## config.mk

```make
export PLATFORM = sky130hd
export DESIGN_NAME = uart_rx_cfg_flat
export DESIGN_NICKNAME = d
export VERILOG_FILES = /design/src/rtl/uart_rx_cfg_if.sv /design/src/rtl/uart_rx_cfg.sv /design/src/flat_wrapper.sv
export SDC_FILE = /design/constraint.sdc
export NUM_CORES = 1
export LEC_CHECK = 0
export BUFFER_PORTS_ARGS = -buffer_cell sky130_fd_sc_hd__buf_4
export CAP_MARGIN = 10
export CORE_MARGIN = 1.5
export CORE_UTILIZATION = 59
export DETAILED_ROUTE_END_ITERATION = 6
export PLACE_DENSITY = 0.77
export SLEW_MARGIN = 30
export SYNTH_ARGS = -nofsm -noshare
export SYNTH_HDL_FRONTEND = slang
export SYNTH_SLANG_ARGS = --single-unit
```

## constraint.sdc

```tcl
create_clock -name clk -period 2.98 [get_ports clk]
set_input_delay 0.745 -clock clk [delete_from_list [all_inputs] [get_ports clk]]
set_output_delay 0.745 -clock clk [all_outputs]
set_load 0.05 [all_outputs]
```

## src/rtl/uart_rx_cfg_if.sv

```systemverilog
// uart_rx_cfg_if: receive-side bus of uart_rx_cfg.
// The master (receiver) drives the holding register, error pulses and busy;
// the slave (FIFO / CPU bridge) drives rx_ready.
interface uart_rx_cfg_if #(
    parameter int DATA_BITS = 8
);
    logic [DATA_BITS-1:0] rx_data;
    logic                 rx_valid;
    logic                 rx_ready;
    logic                 frame_err;
    logic                 parity_err;
    logic                 overrun_err;
    logic                 break_det;
    logic                 busy;

    modport master (
        output rx_data, rx_valid, frame_err, parity_err, overrun_err, break_det, busy,
        input  rx_ready
    );

    modport slave (
        input  rx_data, rx_valid, frame_err, parity_err, overrun_err, break_det, busy,
        output rx_ready
    );
endinterface

```

## src/rtl/uart_rx_cfg.sv

```systemverilog
// uart_rx_cfg: oversampling UART receiver with configurable data width,
// parity and stop bits, frame/parity/overrun/break reporting and a
// valid/ready holding register towards the consumer.
// Optional feature macro: UART_RX_MAJORITY_EN -- when defined, every data,
// parity and stop bit is the 2-of-3 majority of the last three samples
// before bit centre; otherwise a single sample at bit centre is used.
module uart_rx_cfg #(
    parameter int CLK_FREQ   = 50_000_000,
    parameter int BAUD       = 115200,
    parameter int OVERSAMPLE = 16,
    parameter int DATA_BITS  = 8,
    parameter int PARITY     = 0,
    parameter int STOP_BITS  = 1
) (
    input  logic          clk,
    input  logic          rst_n,
    input  logic          rx,
    uart_rx_cfg_if.master bus
);
    localparam int DIV    = CLK_FREQ / (BAUD * OVERSAMPLE);
    localparam int DIV_W  = (DIV > 1) ? $clog2(DIV) : 1;
    localparam int SCNT_W = $clog2(OVERSAMPLE);
    localparam int BCNT_W = 4;
    localparam logic [SCNT_W-1:0] SC_MID  = SCNT_W'(OVERSAMPLE / 2 - 1);
    localparam logic [SCNT_W-1:0] SC_LAST = SCNT_W'(OVERSAMPLE - 1);

    if (DIV < 1) begin : g_div_chk
        $error("uart_rx_cfg: CLK_FREQ/(BAUD*OVERSAMPLE) must be at least 1");
    end
    if ((OVERSAMPLE < 8) || (OVERSAMPLE % 2 != 0)) begin : g_os_chk
        $error("uart_rx_cfg: OVERSAMPLE must be even and >= 8");
    end
    if ((DATA_BITS < 5) || (DATA_BITS > 9)) begin : g_db_chk
        $error("uart_rx_cfg: DATA_BITS must be 5..9");
    end
    if ((PARITY < 0) || (PARITY > 2) || (STOP_BITS < 1) || (STOP_BITS > 2)) begin : g_fmt_chk
        $error("uart_rx_cfg: PARITY must be 0..2 and STOP_BITS 1..2");
    end

    typedef enum logic [2:0] {
        S_IDLE, S_START, S_DATA, S_PARITY, S_STOP, S_BRK_WAIT
    } state_t;

    state_t               state_q, state_d;
    logic [DIV_W-1:0]     div_q;
    logic                 tick;
    logic [1:0]           sync_q;
    logic                 rx_sync;
    logic [SCNT_W-1:0]    scnt_q, scnt_d;
    logic [BCNT_W-1:0]    bcnt_q, bcnt_d;
    logic [DATA_BITS-1:0] shift_q, shift_d;
    logic                 par_bit_q, par_bit_d;
    logic                 perr_q, perr_d;
    logic                 ferr_q, ferr_d;
    logic                 bit_val, par_exp;
    logic                 done, ferr_fin, brk_ev, err_ev, good_ev, accept;
    logic [DATA_BITS-1:0] data_q, data_d;
    logic                 valid_q, valid_d;
    logic                 frame_o_q, frame_o_d;
    logic                 par_o_q, par_o_d;
    logic                 ovr_q, ovr_d;
    logic                 brk_q, brk_d;

    // free-running divider producing one sample tick every DIV clocks
    always_ff @(posedge clk or negedge rst_n) begin
        if (!rst_n)    div_q <= '0;
        else if (tick) div_q <= '0;
        else           div_q <= div_q + DIV_W'(1);
    end
    assign tick = (div_q == DIV_W'(DIV - 1));

    // two-flop synchroniser for the asynchronous line, idles high
    always_ff @(posedge clk or negedge rst_n) begin
        if (!rst_n) sync_q <= 2'b11;
        else        sync_q <= {sync_q[0], rx};
    end
    assign rx_sync = sync_q[1];

`ifdef UART_RX_MAJORITY_EN
    logic [1:0] mv_q;

    // keep the two samples taken just before bit centre for the vote
    always_ff @(posedge clk or negedge rst_n) begin
        if (!rst_n) begin
            mv_q <= 2'b11;
        end else if (tick) begin
            if (scnt_q == SCNT_W'(OVERSAMPLE - 3)) mv_q[0] <= rx_sync;
            if (scnt_q == SCNT_W'(OVERSAMPLE - 2)) mv_q[1] <= rx_sync;
        end
    end
    assign bit_val = (mv_q[0] & mv_q[1]) | (mv_q[0] & rx_sync) | (mv_q[1] & rx_sync);
`else
    assign bit_val = rx_sync;
`endif

    // expected parity bit over the assembled data word
    assign par_exp = (PARITY == 2) ? ~(^shift_q) : (^shift_q);

    // frame completion and its classification (break > error > good)
    assign done     = tick && (state_q == S_STOP) && (scnt_q == SC_LAST)
                      && (bcnt_q == BCNT_W'(STOP_BITS - 1));
    assign ferr_fin = ferr_q | ~bit_val;
    assign brk_ev   = done && (shift_q == '0) && ((PARITY == 0) || !par_bit_q) && ferr_fin;
    assign err_ev   = done && !brk_ev && (ferr_fin || perr_q);
    assign good_ev  = done && !brk_ev && !ferr_fin && !perr_q;
    assign accept   = valid_q && bus.rx_ready;

    // state register together with the frame datapath it sequences
    always_ff @(posedge clk or negedge rst_n) begin
        if (!rst_n) begin
            state_q   <= S_IDLE;
            scnt_q    <= '0;
            bcnt_q    <= '0;
            shift_q   <= '0;
            par_bit_q <= 1'b0;
            perr_q    <= 1'b0;
            ferr_q    <= 1'b0;
        end else begin
            state_q   <= state_d;
            scnt_q    <= scnt_d;
            bcnt_q    <= bcnt_d;
            shift_q   <= shift_d;
            par_bit_q <= par_bit_d;
            perr_q    <= perr_d;
            ferr_q    <= ferr_d;
        end
    end

    // next state and datapath update, evaluated only on sample ticks
    always_comb begin
        state_d   = state_q;
        scnt_d    = scnt_q;
        bcnt_d    = bcnt_q;
        shift_d   = shift_q;
        par_bit_d = par_bit_q;
        perr_d    = perr_q;
        ferr_d    = ferr_q;
        if (tick) begin
            case (state_q)
                S_IDLE: begin
                    if (!rx_sync) begin
                        state_d = S_START;
                        scnt_d  = '0;
                    end
                end
                S_START: begin
                    if (scnt_q == SC_MID) begin
                        if (!rx_sync) begin
                            state_d   = S_DATA;
                            scnt_d    = '0;
                            bcnt_d    = '0;
                            par_bit_d = 1'b0;
                            perr_d    = 1'b0;
                            ferr_d    = 1'b0;
                        end else begin
                            state_d = S_IDLE;
                        end
                    end else begin
                        scnt_d = scnt_q + SCNT_W'(1);
                    end
                end
                S_DATA: begin
                    if (scnt_q == SC_LAST) begin
                        scnt_d  = '0;
                        shift_d = {bit_val, shift_q[DATA_BITS-1:1]};
                        if (bcnt_q == BCNT_W'(DATA_BITS - 1)) begin
                            bcnt_d  = '0;
                            state_d = (PARITY != 0) ? S_PARITY : S_STOP;
                        end else begin
                            bcnt_d = bcnt_q + BCNT_W'(1);
                        end
                    end else begin
                        scnt_d = scnt_q + SCNT_W'(1);
                    end
                end
                S_PARITY: begin
                    if (scnt_q == SC_LAST) begin
                        scnt_d    = '0;
                        par_bit_d = bit_val;
                        perr_d    = (bit_val != par_exp);
                        state_d   = S_STOP;
                    end else begin
                        scnt_d = scnt_q + SCNT_W'(1);
                    end
                end
                S_STOP: begin
                    if (scnt_q == SC_LAST) begin
                        scnt_d = '0;
                        if (!bit_val) ferr_d = 1'b1;
                        if (bcnt_q == BCNT_W'(STOP_BITS - 1)) begin
                            bcnt_d  = '0;
                            state_d = brk_ev ? S_BRK_WAIT : S_IDLE;
                        end else begin
                            bcnt_d = bcnt_q + BCNT_W'(1);
                        end
                    end else begin
                        scnt_d = scnt_q + SCNT_W'(1);
                    end
                end
                S_BRK_WAIT: begin
                    if (rx_sync) state_d = S_IDLE;
                end
                default: state_d = S_IDLE;
            endcase
        end
    end

    // holding register and one-clock event pulses for the next clock
    always_comb begin
        valid_d   = valid_q && !accept;
        data_d    = data_q;
        frame_o_d = 1'b0;
        par_o_d   = 1'b0;
        ovr_d     = 1'b0;
        brk_d     = brk_ev;
        if (err_ev) begin
            frame_o_d = ferr_fin;
            par_o_d   = perr_q;
        end
        if (good_ev) begin
            if (!valid_q || accept) begin
                valid_d = 1'b1;
                data_d  = shift_q;
            end else begin
                ovr_d = 1'b1;
            end
        end
    end

    // output registers
    always_ff @(posedge clk or negedge rst_n) begin
        if (!rst_n) begin
            data_q    <= '0;
            valid_q   <= 1'b0;
            frame_o_q <= 1'b0;
            par_o_q   <= 1'b0;
            ovr_q     <= 1'b0;
            brk_q     <= 1'b0;
        end else begin
            data_q    <= data_d;
            valid_q   <= valid_d;
            frame_o_q <= frame_o_d;
            par_o_q   <= par_o_d;
            ovr_q     <= ovr_d;
            brk_q     <= brk_d;
        end
    end

    assign bus.rx_data     = data_q;
    assign bus.rx_valid    = valid_q;
    assign bus.frame_err   = frame_o_q;
    assign bus.parity_err  = par_o_q;
    assign bus.overrun_err = ovr_q;
    assign bus.break_det   = brk_q;
    assign bus.busy        = (state_q != S_IDLE);
endmodule

```

## src/flat_wrapper.sv

```systemverilog
// flat-port wrapper written by rule: the top's interface ports become plain ports
module uart_rx_cfg_flat 
#(
    parameter int CLK_FREQ   = 50_000_000,
    parameter int BAUD       = 115200,
    parameter int OVERSAMPLE = 16,
    parameter int DATA_BITS  = 8,
    parameter int PARITY     = 0,
    parameter int STOP_BITS  = 1
)
  (clk, rst_n, rx, bus_rx_data, bus_rx_valid, bus_frame_err, bus_parity_err, bus_overrun_err, bus_break_det, bus_busy, bus_rx_ready);
  uart_rx_cfg_if #(.DATA_BITS(DATA_BITS)) bus_i ();
  input  logic clk;
  input  logic rst_n;
  input  logic rx;
  output wire logic [$bits(bus_i.rx_data)-1:0] bus_rx_data;
  output wire logic [$bits(bus_i.rx_valid)-1:0] bus_rx_valid;
  output wire logic [$bits(bus_i.frame_err)-1:0] bus_frame_err;
  output wire logic [$bits(bus_i.parity_err)-1:0] bus_parity_err;
  output wire logic [$bits(bus_i.overrun_err)-1:0] bus_overrun_err;
  output wire logic [$bits(bus_i.break_det)-1:0] bus_break_det;
  output wire logic [$bits(bus_i.busy)-1:0] bus_busy;
  input wire logic [$bits(bus_i.rx_ready)-1:0] bus_rx_ready;
  assign bus_rx_data = bus_i.rx_data;
  assign bus_rx_valid = bus_i.rx_valid;
  assign bus_frame_err = bus_i.frame_err;
  assign bus_parity_err = bus_i.parity_err;
  assign bus_overrun_err = bus_i.overrun_err;
  assign bus_break_det = bus_i.break_det;
  assign bus_busy = bus_i.busy;
  assign bus_i.rx_ready = bus_rx_ready;
  uart_rx_cfg #(.CLK_FREQ(CLK_FREQ), .BAUD(BAUD), .OVERSAMPLE(OVERSAMPLE), .DATA_BITS(DATA_BITS), .PARITY(PARITY), .STOP_BITS(STOP_BITS)) u_core (.clk(clk), .rst_n(rst_n), .rx(rx), .bus(bus_i));
endmodule
```

==> qor.csv, run 1 <==
stage,metric,value,unit
final_layout,share of cells above drive strength 1,0.209,
logic_synthesis,post-synthesis compound-gate area fraction,0.117,
sta,RSZ-0062 raised after global routing,no,
detailed_routing,drt pass-1 iters,4,
clocking,CTS tree,built,
power_and_ir_drop,Psw,0.208,mW
detailed_routing,met2 WL,2140,um
detailed_routing,post-route ant nets,0,
floorplanning,Die Ht,63.1,um
clocking,CTS H-Tree Depth,2,
global_route,remaining global-route overflow,0,
logic_synthesis,Synth Area in XOR/XNOR,0.0288,
worst_setup_path,reg-to-reg critical path startpoint,u_core.bcnt_q[0],
placement,Placed Instances,263,
logic_synthesis,largest family of logic cells by synthesized area,simple AND/OR/NAND/NOR gates,
sta,Worst-Margin Slew,592,ps
hold_path,Hold WC Path Type,in2async,
logic_synthesis,Post-synth EDFFs,0,
clocking,Clk Tree Root Cell,clkbuf_4,
logic_synthesis,syn_area_per_cell,10.4,um2
logic_synthesis,Synth top cells by count,"dfrtp_1 (39), inv_1 (18), nand2_1 (17), o21ai_0 (12), mux2_2 (11)",
clocking,CTS Buf Count,5,
power_and_ir_drop,overall power,0.891,mW
power_and_ir_drop,Int Power,0.683,mW
global_route,vias in the first global route,1542,
clocking,CTS resizes,0,
final_layout,Layout area overhead,11.4,%
worst_setup_path,Critical Path Fanout Max,8,
logic_synthesis,Syn Inst Count,204,
final_layout,ant diodes,0,
detailed_routing,metal3 WL,226,um
power_and_ir_drop,Max VDD drop,0.000341,V
floorplanning,Top Ports,18,
sta,final setup TNS,0,ps
run,# Max-Cap Violations,0,
power_and_ir_drop,PD cells,375,nW/um2
global_route,antenna violations before repair,0,
logic_synthesis,top-count cell post-synth,dfrtp_1,
logic_synthesis,synthesis warning total,0,
sta,Final Skew,3.92,ps
detailed_routing,highest metal used,met4,
logic_synthesis,Area contributors post-synth,"dfrtp_1 (46%), mux2_2 (5.8%), ha_1 (5.3%)",
clocking,CTS max path bufs,2,
clocking,clk_lat worst skew,350,ps
power_and_ir_drop,Sequential Power Share,0.634,
outcome,status,"complete, no violations",
floorplanning,core area,3390,um2
logic_synthesis,Post-Syn Nets,217,
logic_synthesis,most area-hungry cell type in the Yosys netlist,dfrtp_1,
detailed_routing,drt drc,0,
worst_setup_path,Worst Setup End Kind,register,
floorplanning,Die W,63.1,um
logic_synthesis,Netlist cell types,52,
worst_setup_path,critical path class,reg2reg,
logic_synthesis,share of the synthesized area in the top cell type,0.458,
logic_synthesis,mux contribution to synthesized area,0.0628,
final_layout,Layout Nets,237,
sta,final slew viol count,0,
global_route,GRT Total Usage,0.233,
global_route,largest net degree at the start of global routing,42,
sta,f_max,0.377,GHz
worst_setup_path,CP Data Arrival Time,2890,ps
detailed_routing,Vias/cell,6.00,
final_layout,Finished Cell Area,2370,um2
placement,Placed Instance Area,2310,um2
detailed_routing,wl on met1,1790,um
clocking,Clock Sinks,41,
worst_setup_path,crit path launch type,register,
sta,Final Hold Fails,0,
logic_synthesis,asr flop ratio synth,1.00,
sta,post-route minimum period,2650,ps
logic_synthesis,Mapped Area,2130,um2
worst_setup_path,worst path required time,3220,ps
power_and_ir_drop,Leak Pwr,1.05,nW
sta,Setup Viol. Count Final,0,
logic_synthesis,Synth Register Bits,41,
detailed_routing,DR WL/cell,15.5,um
floorplanning,Starting Density,0.629,
clocking,number of hold buffers added after cts,0,
power_and_ir_drop,Clock power frac,0.334,
clocking,clk slew on worst S/H paths,120,ps
detailed_routing,initial DRC count,108,
global_route,first-pass GRT wire length,7200,um
sta,worst rel slew slack,0.604,
floorplanning,Row Count,21,
worst_setup_path,Setup crit start,u_core.bcnt_q[0],
logic_synthesis,Post-Synth Simple-Gate Area,0.214,
logic_synthesis,ys flop type,dfrtp_1,
logic_synthesis,post-synthesis adder-cell area fraction,0.0528,
placement,Detail Placement HPWL,3070,um
final_layout,fin cells,271,
detailed_routing,routed wire length,4200,um
floorplanning,Die ar.,3980,um2
final_layout,FILL cells,250,
sta,period utilization,0.890,
placement,IO buf count,17,
logic_synthesis,post-synthesis sequential area ratio,0.483,
detailed_routing,Vias,1627,
power_and_ir_drop,sw frac,0.233,
power_and_ir_drop,Comb pwr share,0.032,
clocking,Post-CTS Setup Repair Bufs,0,
placement,gpl congestion,0.892,
[per-stage QoR]
stage                      util  setup WS [ps]  hold WS, ps
after global routing      0.700            147          372
after detailed placement  0.681            355          351
after CTS                 0.700            322          359
after floorplan               -            644          345
after global placement    0.681            458          349
final                     0.700            328          352
[power groups by stage]
stage	Clock (mW)	Combinational (mW)	Sequential [mW]
global placement	0	0.0283	0.574
finish	0.298	0.0285	0.564
global route	0.327	0.0331	0.565
CTS	0.308	0.0295	0.564
detailed placement	0	0.0291	0.575
floorplan	0	0.0157	0.571
[cells by family (layout without fill, tap and decap cells)]
kind of cell | count (synthesis) | in the layout
AOI/OAI and AO/OA | 36 | 36
xor gates and xnor gates | 7 | 7
adders and majority gates | 9 | 9
buffers and inverters | 24 | 45
DFF | 41 | 41
muxes | 12 | 12
and+or+nand+nor | 75 | 75
[flip-flops by register name, summed over array words and instances, names as in the netlist]
register and count:
u_core.bus.rx_data 8, u_core.shift_q 8, u_core.div_q 5, u_core.bcnt_q 4, u_core.scnt_q 4, u_core.state_q 3
u_core.sync_q 2, u_core.bus.break_det 1, u_core.bus.frame_err 1, u_core.bus.overrun_err 1, u_core.bus.parity_err 1, u_core.bus.rx_valid 1
u_core.ferr_q 1, u_core.perr_q 1
[worst paths after layout]
path	end	slack [ps]	depth (start not counted)
max	u_core.bus.rx_data[2]	330	6
min	u_core.bcnt_q[3]	350	1
max reg2reg	u_core.bus.rx_data[2]	330	6
min reg2reg	u_core.sync_q[1]	370	0
max in group asynchronous	u_core.sync_q[0]	2260	1
min in group clk	u_core.sync_q[1]	370	0
[layer usage]
| layer | global-route usage | vias to the layer above |
|---|---|---|
| li1 | - | 772 |
| met2 | 0.384 | 49 |
| met3 | 0.0607 | 4 |
| met5 | 0 | - |
| met1 | 0.298 | 802 |
| met4 | 0.0833 | 0 |
[critical path, stage by stage, from the launching register on]
cell	delay (ps)
dfrtp_1	440
inv_1	80
ha_1	130
nor3b_1	370
or4b_4	570
nor4b_4	540
mux2_2	410
[layout make-up]
type / count / area (um2) / area share
tap: 46 / 57.6 / 0.0242
inverter: 18 / 67.6 / 0.0285
clock buffer: 6 / 51.3 / 0.0216
clock inverter: 2 / 13.8 / 0.00580
timing repair buffer: 19 / 143 / 0.0601
multi-input combinational: 139 / 1010 / 0.426
sequential: 41 / 1030 / 0.433
[cells in the final DEF, fill, tap and decap left out, types with 4 or more instances in the layout]
cell / instances
buf_4: 19
clkbuf_4: 5
dfrtp_1: 39
ha_1: 9
inv_1: 18
mux2_2: 11
nand2_1: 17
nand3_1: 8
nand4_1: 5
nor2_1: 10
nor3_1: 4
o21ai_0: 12
xnor2_1: 5
(Power assumes the default switching activity.)
==> run 2, diff against run 1 <==
--- a/config.mk
+++ b/config.mk
@@ -10,7 +10,7 @@
 export CORE_MARGIN = 1.5
 export CORE_UTILIZATION = 59
 export DETAILED_ROUTE_END_ITERATION = 6
-export PLACE_DENSITY = 0.77
+export PLACE_DENSITY = 0.82
 export SLEW_MARGIN = 30
 export SYNTH_ARGS = -nofsm -noshare
 export SYNTH_HDL_FRONTEND = slang
==> qor.csv, run 2 (synthesized netlist as in run 1, its figures left out) <==
stage,metric,value,unit
outcome,status,"complete, no violations",
placement,IO buf count,17,
sta,period utilization,0.855,
global_route,first-pass GRT wire length,6900,um
final_layout,ant diodes,0,
worst_setup_path,crit path launch type,register,
worst_setup_path,family with the most delay on the worst path,simple AND/OR/NAND/NOR gates,
floorplanning,Die ar.,3980,um2
final_layout,Layout Nets,237,
detailed_routing,Vias,1593,
floorplanning,Starting Density,0.629,
placement,gpl congestion,0.970,
worst_setup_path,Worst Setup End Kind,register,
detailed_routing,DR WL/cell,15.0,um
floorplanning,Row Count,21,
sta,post-route minimum period,2550,ps
placement,Detail Placement HPWL,2990,um
global_route,GRT Total Usage,0.222,
detailed_routing,drt pass-1 iters,4,
clocking,Post-CTS Setup Repair Bufs,0,
final_layout,most frequent cells in the layout,"dfrtp_1 (39), buf_4 (19), inv_1 (18)",
detailed_routing,drt drc,0,
sta,final setup TNS,0,ps
worst_setup_path,Critical Path Fanout Max,12,
clocking,CTS H-Tree Depth,2,
clocking,clk_lat worst skew,360,ps
sta,RSZ-0062 raised after global routing,no,
detailed_routing,initial DRC count,103,
global_route,largest net degree at the start of global routing,42,
detailed_routing,routed wire length,4050,um
sta,hold_ws,342,ps
floorplanning,core area,3390,um2
clocking,Clock Sinks,41,
clocking,CTS Buf Count,5,
clocking,CTS resizes,0,
power_and_ir_drop,Max VDD drop,0.000289,V
sta,final slew viol count,0,
worst_setup_path,slowest CP cell,dfrtp_1,
detailed_routing,post-route ant nets,0,
clocking,clk slew on worst S/H paths,130,ps
global_route,antenna violations before repair,0,
floorplanning,Top Ports,18,
global_route,vias in the first global route,1539,
clocking,number of hold buffers added after cts,0,
final_layout,share of cells above drive strength 1,0.204,
floorplanning,Die Ht,63.1,um
placement,Placed Instances,263,
clocking,Clk Tree Root Cell,clkbuf_4,
clocking,CTS max path bufs,2,
run,# Max-Cap Violations,0,
sta,Setup Viol. Count Final,0,
hold_path,Hold WC Path Type,in2async,
power_and_ir_drop,PD cells,397,nW/um2
power_and_ir_drop,Leak Pwr,1.05,nW
worst_setup_path,crit-path cells,or3b_4 -> or4b_4 -> nor4b_4 -> mux2_2,
global_route,remaining global-route overflow,0,
final_layout,fin cells,271,
worst_setup_path,worst path required time,3220,ps
final_layout,"most common cell after layout, fill and taps aside",dfrtp_1,
worst_setup_path,CP max stage delay,550,ps
final_layout,Layout area overhead,11.9,%
sta,Worst-Margin Slew,530,ps
sta,f_max,0.392,GHz
detailed_routing,Vias/cell,5.88,
sta,worst rel slew slack,0.645,
clocking,CTS tree,built,
sta,Final Skew,14.6,ps
worst_setup_path,critical path class,reg2reg,
worst_setup_path,CP Data Arrival Time,2790,ps
worst_setup_path,worst path buffer plus inverter count,0,
sta,Final Hold Fails,0,
floorplanning,Die W,63.1,um
==> run 2: cell types whose count changed in the layout (fill, tap and decap cells not counted) <==
| cell | previous run | this run |
|---|---|---|
| clkinv_4 | 1 | 0 |
| bufinv_16 | 0 | 1 |
| clkbuf_1 | 0 | 1 |
| clkbuf_8 | 1 | 0 |
==> run 2: final cells by class <==
cell class | count | area, um2
Clock buffer | 6 | 41.3
Clock inverter | 2 | 35.0
Fill cell | 257 | 1000
Inverter | 18 | 67.6
Multi-Input combinational cell | 139 | 1010
Sequential cell | 41 | 1030
Tap cell | 46 | 57.6
Timing Repair Buffer | 19 | 143
==> run 2: final timing paths <==
path | start | end | slack [ps] | cells after the start
worst max-delay path | u_core.state_q[2] | u_core.bus.rx_data[7] | 430 | 4
worst min-delay path | rst_n | u_core.bus.break_det | 340 | 1
worst max register to register | u_core.state_q[2] | u_core.bus.rx_data[7] | 430 | 4
worst min register to register | u_core.sync_q[0] | u_core.sync_q[1] | 360 | 0
max in group asynchronous | rst_n | u_core.sync_q[0] | 2270 | 1
min in group clk | u_core.sync_q[0] | u_core.sync_q[1] | 360 | 0
==> run 2: power breakdown <==
part	switching (mW)	internal, mW
combinational	0.0203	0.00842
sequential	0.00471	0.559
clock	0.177	0.176
==> run 2: layer usage <==
| metal | global-route usage | share of wire |
|---|---|---|
| met3 | 0.0571 | 0.042 |
| met5 | 0 | 0 |
| met1 | 0.282 | 0.46 |
| met2 | 0.366 | 0.49 |
| met4 | 0.0833 | 0.013 |
==> run 2: stage by stage <==
step / instance area (um2) / util / total power [mW] / setup WS, ps
finish: 2380 / 0.704 / 0.946 / 432
global route: 2380 / 0.704 / 0.977 / 270
CTS: 2380 / 0.704 / 0.952 / 438
detailed placement: 2310 / 0.681 / 0.604 / 440
global placement: 2310 / 0.681 / 0.603 / 463
floorplan: 2130 / - / 0.587 / 644
